===== src/rtl/cgra_store_unloader_if.sv =====
// Bundle of the unloader's control, store-port and byte-stream signals.
// The master side is the host/array environment, the slave side is the unloader.
interface cgra_store_unloader_if #(
  parameter int DWIDTH = 32,
  parameter int AWIDTH = 10
);
  logic              Start;
  logic [AWIDTH-1:0] Base_Addr;
  logic [AWIDTH:0]   Word_Count;
  logic              PE_Array_Busy;
  logic [AWIDTH-1:0] Store_Addr;
  logic              Store_Rd_En;
  logic [DWIDTH-1:0] Data0_Store;
  logic [DWIDTH-1:0] Data1_Store;
  logic [7:0]        D_out;
  logic              D_out_Valid;
  logic              D_out_Ready;
  logic              Busy;
  logic              Done;

  modport master (
    output Start, Base_Addr, Word_Count, PE_Array_Busy,
    output Data0_Store, Data1_Store, D_out_Ready,
    input  Store_Addr, Store_Rd_En, D_out, D_out_Valid, Busy, Done
  );

  modport slave (
    input  Start, Base_Addr, Word_Count, PE_Array_Busy,
    input  Data0_Store, Data1_Store, D_out_Ready,
    output Store_Addr, Store_Rd_En, D_out, D_out_Valid, Busy, Done
  );
endinterface


===== src/rtl/cgra_store_unloader.sv =====
// Read-back engine: walks an address range of the two CGRA output buffers and
// serialises each {Data1, Data0} word pair onto an 8-bit valid/ready stream,
// Data0 bytes first, LSB first within each word.
module cgra_store_unloader #(
  parameter int DWIDTH = 32,
  parameter int AWIDTH = 10
) (
  input logic                 Clk,
  input logic                 Resetn,
  cgra_store_unloader_if.slave bus
);
  localparam int NB = 2 * DWIDTH / 8;   // bytes per address
  localparam int BW = $clog2(NB);

  typedef enum logic [2:0] {
    IDLE, WAIT_ARRAY, READ, CAPTURE, SEND, DONE
  } state_t;

  state_t              state;
  logic [AWIDTH-1:0]   addr;
  logic [AWIDTH:0]     remain;
  logic [2*DWIDTH-1:0] sreg;
  logic [BW-1:0]       bidx;

  wire last_byte = (bidx == BW'(NB - 1));

  // Control FSM and datapath: address/count bookkeeping, word capture, byte shifting.
  always_ff @(posedge Clk or negedge Resetn) begin
    if (!Resetn) begin
      state  <= IDLE;
      addr   <= '0;
      remain <= '0;
      sreg   <= '0;
      bidx   <= '0;
    end else begin
      case (state)
        IDLE: begin
          if (bus.Start) begin
            if (bus.Word_Count != '0) begin
              addr   <= bus.Base_Addr;
              remain <= bus.Word_Count;
              state  <= WAIT_ARRAY;
            end else begin
              state  <= DONE;
            end
          end
        end
        // Array ownership is re-checked before every address.
        WAIT_ARRAY: if (!bus.PE_Array_Busy) state <= READ;
        READ:       state <= CAPTURE;
        // Buffer data is valid the cycle after the read strobe.
        CAPTURE: begin
          sreg  <= {bus.Data1_Store, bus.Data0_Store};
          bidx  <= '0;
          state <= SEND;
        end
        SEND: begin
          if (bus.D_out_Ready) begin
            sreg <= sreg >> 8;
            if (last_byte) begin
              addr   <= addr + 1'b1;       // wraps naturally at 2^AWIDTH
              remain <= remain - 1'b1;
              state  <= (remain != (AWIDTH+1)'(1)) ? WAIT_ARRAY : DONE;
            end else begin
              bidx <= bidx + 1'b1;
            end
          end
        end
        DONE:    state <= IDLE;
        default: state <= IDLE;
      endcase
    end
  end

  // Outputs are straight decodes of flops, so they carry no combinational input paths.
  assign bus.Store_Addr  = addr;
  assign bus.Store_Rd_En = (state == READ);
  assign bus.D_out       = sreg[7:0];
  assign bus.D_out_Valid = (state == SEND);
  assign bus.Busy        = (state != IDLE);
  assign bus.Done        = (state == DONE);
endmodule


===== src/flat_wrapper.sv =====
// flat-port wrapper written by rule: the top's interface ports become plain ports
module cgra_store_unloader_flat 
#(
  parameter int DWIDTH = 32,
  parameter int AWIDTH = 10
)
  (Clk, Resetn, bus_Start, bus_Base_Addr, bus_Word_Count, bus_PE_Array_Busy, bus_Data0_Store, bus_Data1_Store, bus_D_out_Ready, bus_Store_Addr, bus_Store_Rd_En, bus_D_out, bus_D_out_Valid, bus_Busy, bus_Done);
  cgra_store_unloader_if #(.DWIDTH(DWIDTH), .AWIDTH(AWIDTH)) bus_i ();
  input logic Clk;
  input logic Resetn;
  input wire logic [$bits(bus_i.Start)-1:0] bus_Start;
  input wire logic [$bits(bus_i.Base_Addr)-1:0] bus_Base_Addr;
  input wire logic [$bits(bus_i.Word_Count)-1:0] bus_Word_Count;
  input wire logic [$bits(bus_i.PE_Array_Busy)-1:0] bus_PE_Array_Busy;
  input wire logic [$bits(bus_i.Data0_Store)-1:0] bus_Data0_Store;
  input wire logic [$bits(bus_i.Data1_Store)-1:0] bus_Data1_Store;
  input wire logic [$bits(bus_i.D_out_Ready)-1:0] bus_D_out_Ready;
  output wire logic [$bits(bus_i.Store_Addr)-1:0] bus_Store_Addr;
  output wire logic [$bits(bus_i.Store_Rd_En)-1:0] bus_Store_Rd_En;
  output wire logic [$bits(bus_i.D_out)-1:0] bus_D_out;
  output wire logic [$bits(bus_i.D_out_Valid)-1:0] bus_D_out_Valid;
  output wire logic [$bits(bus_i.Busy)-1:0] bus_Busy;
  output wire logic [$bits(bus_i.Done)-1:0] bus_Done;
  assign bus_i.Start = bus_Start;
  assign bus_i.Base_Addr = bus_Base_Addr;
  assign bus_i.Word_Count = bus_Word_Count;
  assign bus_i.PE_Array_Busy = bus_PE_Array_Busy;
  assign bus_i.Data0_Store = bus_Data0_Store;
  assign bus_i.Data1_Store = bus_Data1_Store;
  assign bus_i.D_out_Ready = bus_D_out_Ready;
  assign bus_Store_Addr = bus_i.Store_Addr;
  assign bus_Store_Rd_En = bus_i.Store_Rd_En;
  assign bus_D_out = bus_i.D_out;
  assign bus_D_out_Valid = bus_i.D_out_Valid;
  assign bus_Busy = bus_i.Busy;
  assign bus_Done = bus_i.Done;
  cgra_store_unloader #(.DWIDTH(DWIDTH), .AWIDTH(AWIDTH)) u_core (.Clk(Clk), .Resetn(Resetn), .bus(bus_i));
endmodule

===== config.mk =====
export PLATFORM = sky130hd
export DESIGN_NAME = cgra_store_unloader_flat
export DESIGN_NICKNAME = d
export VERILOG_FILES = /design/src/rtl/cgra_store_unloader_if.sv /design/src/rtl/cgra_store_unloader.sv /design/src/flat_wrapper.sv
export SDC_FILE = /design/constraint.sdc
export NUM_CORES = 1
export LEC_CHECK = 0
export ABC_AREA = 1
export CAP_MARGIN = 30
export CORE_UTILIZATION = 50
export CTS_CLUSTER_SIZE = 30
export DETAILED_ROUTE_END_ITERATION = 7
export GPL_TIMING_DRIVEN = 0
export PLACE_DENSITY = 0.79
export RECOVER_POWER = 50
export SLEW_MARGIN = 20
export SYNTH_ARGS = -nofsm -noshare
export SYNTH_HDL_FRONTEND = slang
export SYNTH_SLANG_ARGS = --single-unit

===== constraint.sdc =====
create_clock -name Clk -period 2.55 [get_ports Clk]
set_input_delay 0.3825 -clock Clk [delete_from_list [all_inputs] [get_ports Clk]]
set_output_delay 0.3825 -clock Clk [all_outputs]
set_load 0.01 [all_outputs]

==> flow_summary_export.csv <==
group,metric,value,unit
run_status,status,"completed",
clocking,cts_tree,"yes",
synth,syn-cell-area,0.00499,mm2
routing,drc,0,
setup_path,r2r_cells,7,
floorplan,start_util,51.3,%
clocking,htreeDepth,3,
setup_path,worst-setup-path-type,"reg2out",
sta,relSlewSlack,22.9,%
global_route,grt_pass1_wl,21400,um
power,switchingPower,2.89,mW
power,clockPowerShare,15.1,%
routing,firstDrtPassIters,5,
routing,vias,4741,
routing,wl_per_cell,13.8,um
place,placed_cells,902,
floorplan,die_w,102,um
synth,synth-seq-cells,91,
synth,ys.warnings.count,0,
floorplan,io_pins,112,
routing,avgViaCountPerCell,5.15,
sta,skew,0.0134,ns
setup_path,cp_slowest_stage_delay,0.39,ns
setup_path,crit_top_cell,"buf_6",
synth,syn_avg_cell_area,7.60,um2
sta,clock.fmax,0.443,GHz
synth,ys_types,29,
place,dpl_worst_slack,0.355,ns
synth,synth_edf_count,0,
sta,fin_ws,0.293,ns
floorplan,rows,36,
sta,final-hold-violation-count,0,
clocking,cts-root-buf,"clkbuf_8",
sta,rsz0062_at_grt,"false",
sta,min_period_over_period,88.5,%
power,combinationalPowerShare,49.0,%
sta,worst-slew-pin-transition,1.16,ns
sta,period_minus_slack,2.26,ns
global_route,track_usage,26.4,%
routing,drtAntennaViolNets,0,
place,portBuffers,111,
setup_path,slowest_stage,"dfrtp_1",
power,p_leak,2.98,nW
power,cellPowerDensity,1060,mW/mm2
finish,nets,878,
power,power,6.94,mW
synth,synth_ff_type,"dfrtp_1",
clocking,path_clk_slew,0.09,ns
synth,synth_nets,752,
clocking,clockBufferDepth,2,
floorplan,core_area,0.00973,mm2
setup_path,crit_fanout,10,
routing,wl,12700,um
global_route,grt_remaining_overflow,0,
power,p_sw_share,41.7,%
place,hpwl,9490,um
power,intPower,4.05,mW
floorplan,fp.dieH,102,um
setup_path,cp.arrival,1.87,ns
synth,seq_area_frac_synth,45.6,%
place,gp_congestion,0.865,
clocking,clock_sink_count,91,
finish,finish.utilization,67.0,%
routing,first_iter_violations,234,
finish,final_cells,921,
setup_path,cp.required,2.17,ns
synth,syn_inst,657,
setup_path,startpoint_type,"flop",
synth,async_flop_share,100,%
global_route,grt_pass1_vias,4657,
job,drv_cap,0,
global_route,grt_max_degree,74,
global_route,antenna_found_initial,0,
setup_path,end_kind,"output pin",
power,ir_worst_vdd,440,uV
finish,area_growth,30.6,%
worst_hold_path,min_path_type,"reg2reg",
finish,antenna_cells,0,
clocking,clk_latency,0.37,ns
setup_path,worstPathCellList,"nor2_1 -> nand2_1 -> buf_6 -> inv_4 -> buf_8 -> buf_6 -> dlymetal6s2s_1",
power,seqPwrFrac,35.9,%
floorplan,die_area,0.0104,mm2
sta,finalSetupViolCount,0,
sta,finalSetupTns,0,ns
worst_hold_path,min_path_cells,2,
clocking,numCtsBuffers,9,
finish,layout-drive-gt1-share,8.12,%
sta,finalMaxSlewViolations,0,
[power by group through the flow]
stage	Clock, mW	Sequential, mW	Combinational [mW]
detailed placement	0	2.53	3.36
finish	1.05	2.49	3.40
floorplan	0	2.48	2.26
global placement	0	2.50	3.24
global route	1.13	2.57	3.84
CTS	1.06	2.49	3.42
[Yosys cell counts, types with 2 or more instances]
master / instances / area, um2
ha_1: 5 / 62.6
o211ai_2: 2 / 25.0
nor2_1: 53 / 199
inv_1: 81 / 304
nand4_1: 2 / 12.5
buf_6: 9 / 101
nor2_2: 2 / 12.5
o21ai_0: 28 / 140
nand3_1: 37 / 185
or2_2: 2 / 12.5
nand3b_1: 3 / 22.5
a31oi_1: 8 / 50.1
o211ai_1: 38 / 285
nand2_1: 180 / 676
buf_2: 18 / 90.1
buf_4: 13 / 97.6
o21bai_1: 2 / 15.0
nor3_1: 6 / 30.0
dfrtp_1: 91 / 2280
clkbuf_1: 3 / 11.3
a21oi_1: 9 / 45.0
o21ai_1: 58 / 290
[layout by cell type, fill, tap and decap left out, types with 2 or more instances in the layout]
cell	count
nor3_1	6
buf_6	7
clkbuf_1	8
nand2_1	180
a31oi_1	8
nand3_1	37
buf_4	14
ha_1	5
clkbuf_8	10
or2_2	2
a21oi_1	9
o21bai_1	2
dfrtp_1	91
nor2_1	54
o211ai_2	2
o21ai_0	29
clkdlybuf4s50_1	109
nand4_1	2
nor2_2	2
nand3b_1	3
o21ai_1	57
inv_6	3
buf_2	16
inv_1	81
o211ai_1	38
[sequential cells by signal, indices dropped and copies added (netlist names)]
signal                 count
u_core.bidx                3
u_core.sreg               64
u_core.remain             11
u_core.state               3
u_core.bus.Store_Addr     10
[per-stage QoR]
step | instance area, um2 | hold WS [ns]
5_1_grt | 6520 | 0.547
2_1_floorplan | 4990 | 0.0869
3_5_place_dp | 6300 | 0.235
3_3_place_gp | 6270 | 0.479
4_1_cts | 6540 | 0.413
6_report | 6520 | 0.517
[critical path, delay by kind of cell (launching register included)]
kind / cells / cell delay (ns)
buffers and inverters: 5 / 0.74
DFF: 1 / 0.39
and+or+nand+nor: 2 / 0.37
[metal layers]
layer	part of all wire, %	wire length, um	vias up	global-route usage [%]
met2	49	6280	151	45.2
met5	0	0	-	0
met4	1.1	144	0	8.13
li1	-	-	2376	-
met3	5.0	639	16	3.69
met1	44	5620	2198	35.1
[kinds of logic after synthesis]
group	after synthesis	synth area share, %
compound gates	147	17.4
fa+ha+maj	5	1.25
buf+inv	126	12.3
flops	91	45.6
simple gates	288	23.5
[worst paths after layout]
| path | from | to | slack [ns] |
|---|---|---|---|
| worst max register to register | u_core.state[1]$_DFFE_PN0P_ | u_core.sreg[57]$_DFFE_PN0P_ | 0.35 |
| worst min-delay path | u_core.bidx[2]$_DFFE_PN0P_ | u_core.bidx[2]$_DFFE_PN0P_ | 0.52 |
| min in group asynchronous | Resetn | u_core.sreg[7]$_DFFE_PN0P_ | 0.76 |
| worst min register to register | u_core.bidx[2]$_DFFE_PN0P_ | u_core.bidx[2]$_DFFE_PN0P_ | 0.52 |
| max in group asynchronous | Resetn | u_core.sreg[60]$_DFFE_PN0P_ | 0.87 |
| worst max-delay path | u_core.state[1]$_DFFE_PN0P_ | bus_D_out_Valid | 0.29 |
[timing repair]
action                                  in CTS  in global routing
endpoints found under the setup margin       1                  1
gates resized for setup                      0                  2
gates cloned                                 0                  0
buffers inserted                             2                  0
hold buffers                                 1                  0
hold endpoints to repair                    18                  0
[final cells by class]
cell class              instances  area [um2]
plain buffers                  43         290
clock buffers                  10         138
clock inverters                 6        80.1
fillers                       829        3210
inverters                      83         314
multi-input cells             440        2100
flip-flops and latches         91        2280
well taps                     133         166
repair buffers                115        1160
No activity file was read; power rests on OpenSTA's default activity.
